File: src/rtl/alu_seq_ctrl_pkg.sv
// Shared definitions for the ALU sequencing controller.
// Holds the instruction class encodings, the operand-select encodings that
// the existing datapath already decodes, and the controller state type.
package alu_seq_ctrl_pkg;

  localparam int OP_CLASS_W = 3;

  localparam logic [OP_CLASS_W-1:0] OP_R     = 3'd0;
  localparam logic [OP_CLASS_W-1:0] OP_I     = 3'd1;
  localparam logic [OP_CLASS_W-1:0] OP_LOAD  = 3'd2;
  localparam logic [OP_CLASS_W-1:0] OP_STORE = 3'd3;
  localparam logic [OP_CLASS_W-1:0] OP_JAL   = 3'd4;

  localparam int ALU_SRC_SIZE = 2;

  // These values feed the existing operand mux; do not renumber.
  localparam logic [ALU_SRC_SIZE-1:0] ALU_SRC_IMM       = 2'd0;
  localparam logic [ALU_SRC_SIZE-1:0] ALU_SRC_RD2       = 2'd1;
  localparam logic [ALU_SRC_SIZE-1:0] ALU_SRC_PC_PLUS_4 = 2'd2;

  typedef enum logic [1:0] {
    ST_IDLE = 2'd0,
    ST_EXEC = 2'd1,
    ST_MEM  = 2'd2,
    ST_WB   = 2'd3
  } state_e;

  // Classes 5..7 are unassigned and rejected at the handshake.
  function automatic logic op_legal(input logic [OP_CLASS_W-1:0] op);
    return (op <= OP_JAL);
  endfunction

endpackage

File: src/rtl/alu_seq_ctrl_if.sv
// Instruction handshake, memory handshake and control strobes of the ALU
// sequencing controller.
//   slave  : controller side (accepts instructions, issues strobes)
//   master : decoder/memory side (issues instructions, answers mem_req)
interface alu_seq_ctrl_if;
  import alu_seq_ctrl_pkg::*;

  logic                    instr_valid;
  logic                    instr_ready;
  logic [OP_CLASS_W-1:0]   op_class;
  logic [ALU_SRC_SIZE-1:0] alu_src2;
  logic                    alu_en;
  logic                    mem_req;
  logic                    mem_we;
  logic                    mem_ack;
  logic                    rf_we;
  logic                    pc_we;
  logic                    retire;
  logic                    mem_err;
  logic                    illegal;
  logic                    busy;

  modport slave (
    input  instr_valid, op_class, mem_ack,
    output instr_ready, alu_src2, alu_en, mem_req, mem_we,
           rf_we, pc_we, retire, mem_err, illegal, busy
  );

  modport master (
    output instr_valid, op_class, mem_ack,
    input  instr_ready, alu_src2, alu_en, mem_req, mem_we,
           rf_we, pc_we, retire, mem_err, illegal, busy
  );

endinterface

File: src/rtl/alu_seq_timeout.sv
// MEM-state wait counter.
//   clk, rst_n : clock, async active-low reset
//   clr        : force count to zero (held while not in MEM)
//   en         : count one cycle of waiting for mem_ack
//   expired    : count has reached MEM_TIMEOUT-1
module alu_seq_timeout #(
  parameter int MEM_TIMEOUT = 16
) (
  input  logic clk,
  input  logic rst_n,
  input  logic clr,
  input  logic en,
  output logic expired
);

  localparam int CNT_W = $clog2(MEM_TIMEOUT) + 1;

  logic [CNT_W-1:0] cnt;

  assign expired = (cnt == CNT_W'(MEM_TIMEOUT - 1));

  // Saturates at the terminal value so a count can never wrap within one visit.
  always_ff @(posedge clk or negedge rst_n) begin
    if (!rst_n) begin
      cnt <= '0;
    end else if (clr) begin
      cnt <= '0;
    end else if (en && !expired) begin
      cnt <= cnt + CNT_W'(1);
    end
  end

endmodule

File: src/rtl/alu_seq_ctrl.sv
// ALU sequencing controller: accepts one decoded instruction class at a time
// and walks it through execute, optional memory access and writeback.
//   clk, rst_n : clock, async active-low reset
//   bus        : alu_seq_ctrl_if.slave (instruction/memory handshake, strobes)
//
// state | meaning
// IDLE  | ready for an instruction; illegal classes are rejected here
// EXEC  | one ALU cycle, operand select by latched class
// MEM   | LOAD/STORE access, mem_req held until mem_ack or timeout
// WB    | retire: pc update, register write except STORE
module alu_seq_ctrl
  import alu_seq_ctrl_pkg::*;
#(
  parameter int MEM_TIMEOUT = 16
) (
  input logic           clk,
  input logic           rst_n,
  alu_seq_ctrl_if.slave bus
);

  state_e                state, state_nxt;
  logic [OP_CLASS_W-1:0] cls_q;
  logic                  mem_err_q;
  logic                  illegal_q;
  logic                  expired;
  logic                  hs;
  logic                  is_mem_op;

  assign hs        = (state == ST_IDLE) && bus.instr_valid;
  assign is_mem_op = (cls_q == OP_LOAD) || (cls_q == OP_STORE);

  alu_seq_timeout #(.MEM_TIMEOUT(MEM_TIMEOUT)) u_timeout (
    .clk     (clk),
    .rst_n   (rst_n),
    .clr     (state != ST_MEM),
    .en      ((state == ST_MEM) && !bus.mem_ack),
    .expired (expired)
  );

  always_ff @(posedge clk or negedge rst_n) begin
    if (!rst_n) begin
      state     <= ST_IDLE;
      cls_q     <= OP_R;
      mem_err_q <= 1'b0;
      illegal_q <= 1'b0;
    end else begin
      state     <= state_nxt;
      if (hs && op_legal(bus.op_class)) begin
        cls_q <= bus.op_class;
      end
      illegal_q <= hs && !op_legal(bus.op_class);
      mem_err_q <= (state == ST_MEM) && expired && !bus.mem_ack;
    end
  end

  always_comb begin
    state_nxt       = state;
    bus.instr_ready = 1'b0;
    bus.alu_en      = 1'b0;
    bus.alu_src2    = ALU_SRC_RD2;
    bus.mem_req     = 1'b0;
    bus.mem_we      = 1'b0;
    bus.rf_we       = 1'b0;
    bus.pc_we       = 1'b0;
    bus.retire      = 1'b0;
    bus.busy        = 1'b1;
    bus.mem_err     = mem_err_q;
    bus.illegal     = illegal_q;
    unique case (state)
      ST_IDLE: begin
        bus.instr_ready = 1'b1;
        bus.busy        = 1'b0;
        if (hs && op_legal(bus.op_class)) begin
          state_nxt = ST_EXEC;
        end
      end
      ST_EXEC: begin
        bus.alu_en = 1'b1;
        if (cls_q == OP_R) begin
          bus.alu_src2 = ALU_SRC_RD2;
        end else if (cls_q == OP_JAL) begin
          bus.alu_src2 = ALU_SRC_PC_PLUS_4;
        end else begin
          bus.alu_src2 = ALU_SRC_IMM;
        end
        state_nxt = is_mem_op ? ST_MEM : ST_WB;
      end
      ST_MEM: begin
        // Immediate operand held so the computed address stays stable.
        bus.alu_en   = 1'b1;
        bus.alu_src2 = ALU_SRC_IMM;
        bus.mem_req  = 1'b1;
        bus.mem_we   = (cls_q == OP_STORE);
        // An ack on the terminal cycle still completes the access.
        if (bus.mem_ack) begin
          state_nxt = ST_WB;
        end else if (expired) begin
          state_nxt = ST_IDLE;
        end
      end
      ST_WB: begin
        bus.pc_we  = 1'b1;
        bus.retire = 1'b1;
        bus.rf_we  = (cls_q != OP_STORE);
        state_nxt  = ST_IDLE;
      end
      default: state_nxt = ST_IDLE;
    endcase
  end

endmodule

File: src/flat_wrapper.sv
// flat-port wrapper written by rule: the top's interface ports become plain ports
module alu_seq_ctrl_flat import alu_seq_ctrl_pkg::*;
#(
  parameter int MEM_TIMEOUT = 16
)
  (clk, rst_n, bus_instr_valid, bus_op_class, bus_mem_ack, bus_instr_ready, bus_alu_src2, bus_alu_en, bus_mem_req, bus_mem_we, bus_rf_we, bus_pc_we, bus_retire, bus_mem_err, bus_illegal, bus_busy);
  alu_seq_ctrl_if bus_i ();
  input logic clk;
  input logic rst_n;
  input wire logic [$bits(bus_i.instr_valid)-1:0] bus_instr_valid;
  input wire logic [$bits(bus_i.op_class)-1:0] bus_op_class;
  input wire logic [$bits(bus_i.mem_ack)-1:0] bus_mem_ack;
  output wire logic [$bits(bus_i.instr_ready)-1:0] bus_instr_ready;
  output wire logic [$bits(bus_i.alu_src2)-1:0] bus_alu_src2;
  output wire logic [$bits(bus_i.alu_en)-1:0] bus_alu_en;
  output wire logic [$bits(bus_i.mem_req)-1:0] bus_mem_req;
  output wire logic [$bits(bus_i.mem_we)-1:0] bus_mem_we;
  output wire logic [$bits(bus_i.rf_we)-1:0] bus_rf_we;
  output wire logic [$bits(bus_i.pc_we)-1:0] bus_pc_we;
  output wire logic [$bits(bus_i.retire)-1:0] bus_retire;
  output wire logic [$bits(bus_i.mem_err)-1:0] bus_mem_err;
  output wire logic [$bits(bus_i.illegal)-1:0] bus_illegal;
  output wire logic [$bits(bus_i.busy)-1:0] bus_busy;
  assign bus_i.instr_valid = bus_instr_valid;
  assign bus_i.op_class = bus_op_class;
  assign bus_i.mem_ack = bus_mem_ack;
  assign bus_instr_ready = bus_i.instr_ready;
  assign bus_alu_src2 = bus_i.alu_src2;
  assign bus_alu_en = bus_i.alu_en;
  assign bus_mem_req = bus_i.mem_req;
  assign bus_mem_we = bus_i.mem_we;
  assign bus_rf_we = bus_i.rf_we;
  assign bus_pc_we = bus_i.pc_we;
  assign bus_retire = bus_i.retire;
  assign bus_mem_err = bus_i.mem_err;
  assign bus_illegal = bus_i.illegal;
  assign bus_busy = bus_i.busy;
  alu_seq_ctrl #(.MEM_TIMEOUT(MEM_TIMEOUT)) u_core (.clk(clk), .rst_n(rst_n), .bus(bus_i));
endmodule
File: config.mk
export PLATFORM = sky130hd
export DESIGN_NAME = alu_seq_ctrl_flat
export DESIGN_NICKNAME = d
export VERILOG_FILES = /design/src/rtl/alu_seq_ctrl_pkg.sv /design/src/rtl/alu_seq_ctrl_if.sv /design/src/rtl/alu_seq_timeout.sv /design/src/rtl/alu_seq_ctrl.sv /design/src/flat_wrapper.sv
export SDC_FILE = /design/constraint.sdc
export NUM_CORES = 1
export LEC_CHECK = 0
export BUFFER_PORTS_ARGS = -buffer_cell sky130_fd_sc_hd__clkbuf_2
export CORE_MARGIN = 2
export CORE_UTILIZATION = 32
export DETAILED_ROUTE_END_ITERATION = 10
export GPL_ROUTABILITY_DRIVEN = 0
export MAX_ROUTING_LAYER = met4
export SYNTH_ARGS = -nofsm -noshare
export SYNTH_HDL_FRONTEND = slang
export SYNTH_SLANG_ARGS = --single-unit
File: constraint.sdc
create_clock -name clk -period 1.95 [get_ports clk]
set_clock_uncertainty 0.15 [all_clocks]
set_input_delay 0.39 -clock clk [delete_from_list [all_inputs] [get_ports clk]]
set_output_delay 0.39 -clock clk [all_outputs]
set_load 0.02 [all_outputs]
# Yosys cells after proc, flatten, opt, wreduce, memory -nomap -nowiden
# Index checks and enable logic that the tools add are counted.
# Widths: inputs -> output; s select.
[classes]
reduce_logical = 16
mux = 17
order_cmp = 1
add_sub_neg = 1
eq_ne = 11
[ops]
columns = ["op", "count"]
rows = [
  ["$mux 2", 5],
  ["$mux 5", 2],
  ["$mux 1", 8],
  ["$pmux 2 s4", 1],
  ["$logic_and 1x1->1", 7],
  ["$eq 3x2->1 const B", 2],
  ["$ne 3x2->1 const B", 2],
  ["$add 5x1->5 const B", 1],
  ["$eq 5x4->1 const B", 1],
  ["$eq 2x2->1 const B", 2],
  ["$ne 2x2->1 const B", 2],
  ["$pmux 2 s2", 1],
  ["$eq 3x3->1 const B", 1],
  ["$le 3x3->1 const B", 1],
  ["$logic_not 1->1", 3],
  ["$logic_not 3->1", 1],
  ["$eq 2x1->1 const B", 1],
  ["$logic_not 2->1", 1],
  ["$reduce_and 2->1", 1],
  ["$reduce_bool 2->1", 1],
  ["$reduce_or 2->1", 1],
  ["$logic_or 1x1->1", 1],
]
[totals]
reg_bits = 12
word_cells = 51
in_bits = 7
output_inout_bits = 12

# Logic depth before layout (Yosys ltp)
[logic_depth]
word_depth = 5
mapped_depth = 6
mapped_depth_nobuf = 6

# Cells and area by module
# A second synthesis with hierarchy kept.
[hier_totals]
cells_unflattened = 68
hier_area_um2 = 713.2
[modules_own_cells]
columns = ["module", "instances", "area_per_inst_um2", "seq_area_each_um2", "cells_each"]
rows = [
  ["alu_seq_ctrl", 1, 452.9, 175.2, 45],
  ["alu_seq_timeout", 1, 260.2, 125.1, 23],
]

# Least setup slack after synthesis
# No wires, ideal clock.
[synth_timing]
path_type = "register to register"
start = "register u_core.u_timeout.cnt[0]"
end = "register u_core.state[0]"
t_arrival_ps = 1721
synth_period_minus_slack_ps = 1996
setup_ps = 125
path_stages_with_launch = 7
path_slack_ps = -46
n_path_buf = 0
t_required_ps = 1675
path_cell_list = "dfrtp_1 > ha_1 > and3_1 > ha_1 > or3b_1 > nand3_2 > mux2_4"
[synth_via]
elab_chain_cells = 3
[synth_rtl]
columns = ["item", "line_no", "rtl"]
rows = [
  ["start: declaration", "alu_seq_timeout.sv:18", "logic [CNT_W-1:0] cnt;"],
  ["start signal: assignment", "alu_seq_timeout.sv:29", "cnt <= cnt + CNT_W'(1);"],
  ["$eq 5x4->1", "alu_seq_timeout.sv:20", "assign expired = (cnt == CNT_W'(MEM_TIMEOUT - 1));"],
  ["$ne 3x2->1 (no line)", "n/a", ""],
  ["$reduce_and 2->1 (no line)", "n/a", ""],
  ["end signal: assignment", "alu_seq_ctrl.sv:47", "state <= state_nxt;"],
  ["end: declaration", "alu_seq_ctrl.sv:21", "state_e state, state_nxt;"],
]
# No other way between the ends.
# A chain may end at the register's enable or synchronous reset.

# Final worst setup path
[layout_timing]
start = "register u_core.state[1]"
end = "output bus_alu_src2[0]"
[layout_via]
elab_chain_cells = 2
word_cells_on_any_way = 3
classes_between = "eq/ne: 2; mux: 1"
[layout_rtl]
columns = ["item", "line_no", "rtl"]
rows = [
  ["$eq 2x2->1 / $eq 2x1->1 (equally long branches)", "alu_seq_ctrl.sv:69", "unique case (state)"],
  ["$pmux 2 s2 (*)", "alu_seq_ctrl.sv:69", ""],
  ["end: declaration", "flat_wrapper.sv:14", "output wire logic [$bits(bus_i.alu_src2)-1:0] bus_alu_src2;"],
]
# Mark *: on every way between the ends. The rest lies on a longest branch, timed or not.

==> summary.txt <==
Status - complete, but fails checks
Failing checks - negative setup slack
DRC violation count after routing - 0
Worst hold slack across all endpoints - 0.201 ns
Number of global-route vias before repair - 609
Design internal power - 860 uW
Most frequently used cell type in the post-synthesis netlist - sky130_fd_sc_hd__dfrtp_1
Warnings, synthesis - 0
Number of sinks on the clock net - 12
Top cells by area, synth - sky130_fd_sc_hd__dfrtp_1 42%, sky130_fd_sc_hd__ha_1 12%, sky130_fd_sc_hd__nor2_1 4.2%
Congestion Overflow GR - 0
Crit path max-delay family - simple AND/OR/NAND/NOR gates
Share of layout cells above drive strength 1 - 0.509
Critical path data arrival time - 1.62 ns
Site Rows - 17
ANT cells - 0
Clock period minus worst slack - 2.16 ns
Leading post-synthesis cells by instance count - 12 x sky130_fd_sc_hd__dfrtp_1, 8 x sky130_fd_sc_hd__nor2_1, 7 x sky130_fd_sc_hd__ha_1
Cell Pwr Density - 1400 mW/mm^2
Cell leakage power - 0.507 nW
Max Slew Vio Count - 0
Critical path start-end classification - register to primary output
Core occupancy in the finished layout - 0.504
Level count of the clock H-tree - 1
Most used flip-flop cell after synthesis - sky130_fd_sc_hd__dfrtp_1
Part of the total power dissipated in sequential elements - 0.254
Setup slack after layout - -0.209 ns
Max clock buf depth - 2
IO buf count - 18
Power spent charging and discharging nets - 651 uW
Crit path largest cell delay - 0.47 ns
Die span in x - 51.0 um
Worst path buffer plus inverter count - 3
Overall via count from detail_route - 632
Post-Layout Cell Count - 134
Multi-input gate area - 474 um^2
Number of unique standard cell types used by synthesis - 30
ANT nets after route - 0
Clock input transition at the sequential cells of the worst setup and hold paths - 0.08 ns
Portion of the post-synthesis area used by sequential elements - 0.424
I/O pin count - 19
Final total power - 1.51 mW
Clock insertion delay at the later pin of the skew report - 0.27 ns
Path category of the worst min-delay check - primary input to register
Max Cap Viol - 0
Share of the clock period used by the worst path - 1.11
Number of fill cells - 199
Antenna violations before repair - 0
Master cell of the clock root buffer - sky130_fd_sc_hd__clkbuf_4
Largest fanout on the critical path - 2
Mean post-synth cell area - 9.84 um^2
Worst Max-Slew Pin Slew - 0.399 ns
Die area - 0.00261 mm^2
Tot GR Track Use - 0.142
Flip-flop and latch count after synthesis - 12
Detailed placer's ending HPWL - 1180 um
Worst slew slack as a fraction of its limit - 0.733
First-pass GRT wire length - 2640 um
Endpoint class of the critical path - primary output
Max Freq - 463 MHz
Number of nets produced by synthesis - 86
Starting Density - 0.330
Worst IR Drop VDD - 0.000794 V
WL final - 1660 um
Most frequent cell on the critical path - sky130_fd_sc_hd__inv_2
Total Nets Final - 122
Share of the synthesized area in the top cell type - 0.424
Largest net degree at the start of global routing - 13
Part of the total power dissipated in the clock network - 0.101
Sw frac - 0.431
Cell count after synthesis - 72
Number of synthesized flops with an enable pin - 0
Setup Viol. Count Final - 3
Comb power frac - 0.645
Required time at the worst-slack endpoint - 1.41 ns
Crit path max-delay cell type - sky130_fd_sc_hd__or4_4
Number of failing hold endpoints at the final stage - 0
Length of the first detailed-routing pass in iterations - 4
Unrepaired setup endpoints after global routing - true
Area delta synth->final - 52.8%
Crit path launch type - register
Cell taking the most area after synthesis - sky130_fd_sc_hd__dfrtp_1
Ordered cell list for the critical path - inv_2, ha_4, inv_2, or4_4, o21ai_2, clkbuf_8
DP Cell Count - 126
Number of CTS-inserted buffers - 3
TritonCTS clock tree - done
Vias per inst - 4.72
Wire length per cell - 12.4 um
Core ar. - 0.00215 mm^2
Post-synth design cell area - 708 um^2
Y dimension of the die - 51.0 um
Register area - 300 um^2
Count of routing violations after the opening detailed-route iteration - 10
Share of synthesized flip-flops with an asynchronous set or reset - 1.00
## timing repair
item                                   CTS  global route
setup endpoints to repair                4             6
endpoints found under the hold margin   12             0
pin swaps                                5             4
buffers inserted                         5             2
resized for setup                       21             8
hold buffers                             1             0
## logic make-up after synthesis
logic type | Yosys count | share of synthesized area
and+or+nand+nor | 26 | 0.216
AOI/OAI and AO/OA | 17 | 0.148
DFF | 12 | 0.424
buffers and inverters | 7 | 0.0424
adders and majority gates | 7 | 0.124
xor gates and xnor gates | 2 | 0.0247
muxes | 1 | 0.0212
## cell type report
cell class | instances | share of cell area
Multi-Input combinational cell | 53 | 0.438
Sequential cell | 12 | 0.277
Timing Repair Buffer | 32 | 0.208
Tap cell | 28 | 0.0324
Inverter | 6 | 0.0231
Clock buffer | 3 | 0.0208
## stage by stage
stage | setup TNS [ns] | setup slack, ns | area, um^2
2_1_floorplan | -0.00885 | -0.00885 | 719
3_3_place_gp | -0.00489 | -0.00489 | 905
3_5_place_dp | -0.0479 | -0.0312 | 905
4_1_cts | -0.450 | -0.221 | 1050
5_1_grt | -0.625 | -0.247 | 1080
6_report | -0.443 | -0.209 | 1080
## worst paths after layout
check                                        start                      end  slack, ns  depth (start not counted)
max                                u_core.state[1]          bus_alu_src2[0]      -0.21                          6
min                                bus_instr_valid          u_core.cls_q[1]       0.20                          2
max reg2reg                u_core.u_timeout.cnt[0]          u_core.state[0]       0.01                          6
min reg2reg                u_core.u_timeout.cnt[3]  u_core.u_timeout.cnt[3]       0.42                          2
max in group asynchronous                    rst_n  u_core.u_timeout.cnt[1]       1.03                          2
min in group asynchronous                    rst_n          u_core.state[0]       0.37                          2
## metal layers
metal	part of all wire	wire length [um]	track usage	vias up
met3	0.016	26	0.0205	0
li1	-	-	-	325
met4	0	0	0.0721	0
met2	0.52	873	0.245	8
met5	0	0	-	-
met1	0.46	763	0.159	299
## layout by cell type, fill, tap and decap left out, types with 2 or more instances in the layout
cell / n
sky130_fd_sc_hd__nor2_1: 8
sky130_fd_sc_hd__dfrtp_1: 12
sky130_fd_sc_hd__ha_2: 2
sky130_fd_sc_hd__clkbuf_4: 4
sky130_fd_sc_hd__xnor2_1: 2
sky130_fd_sc_hd__clkbuf_2: 14
sky130_fd_sc_hd__nand2_1: 2
sky130_fd_sc_hd__inv_2: 2
sky130_fd_sc_hd__and3_4: 2
sky130_fd_sc_hd__inv_1: 3
sky130_fd_sc_hd__buf_4: 13
sky130_fd_sc_hd__a31oi_1: 3
sky130_fd_sc_hd__a21oi_1: 5
sky130_fd_sc_hd__o21ai_0: 2
sky130_fd_sc_hd__ha_4: 4
## flip-flops by register name (all words and copies together) (netlist names)
signal / count
u_core.u_timeout.cnt: 5
u_core.bus.illegal: 1
u_core.cls_q: 3
u_core.bus.mem_err: 1
u_core.state: 2
## power groups by stage
stage / sequential, mW / combinational (mW) / clock (mW)
3_5_place_dp: 0.373 / 0.742 / 0
6_report: 0.383 / 0.976 / 0.153
2_1_floorplan: 0.370 / 0.482 / 0
4_1_cts: 0.378 / 0.935 / 0.156
5_1_grt: 0.393 / 1.05 / 0.166
3_3_place_gp: 0.367 / 0.735 / 0
Note: power is estimated with default switching activity, not from simulation.
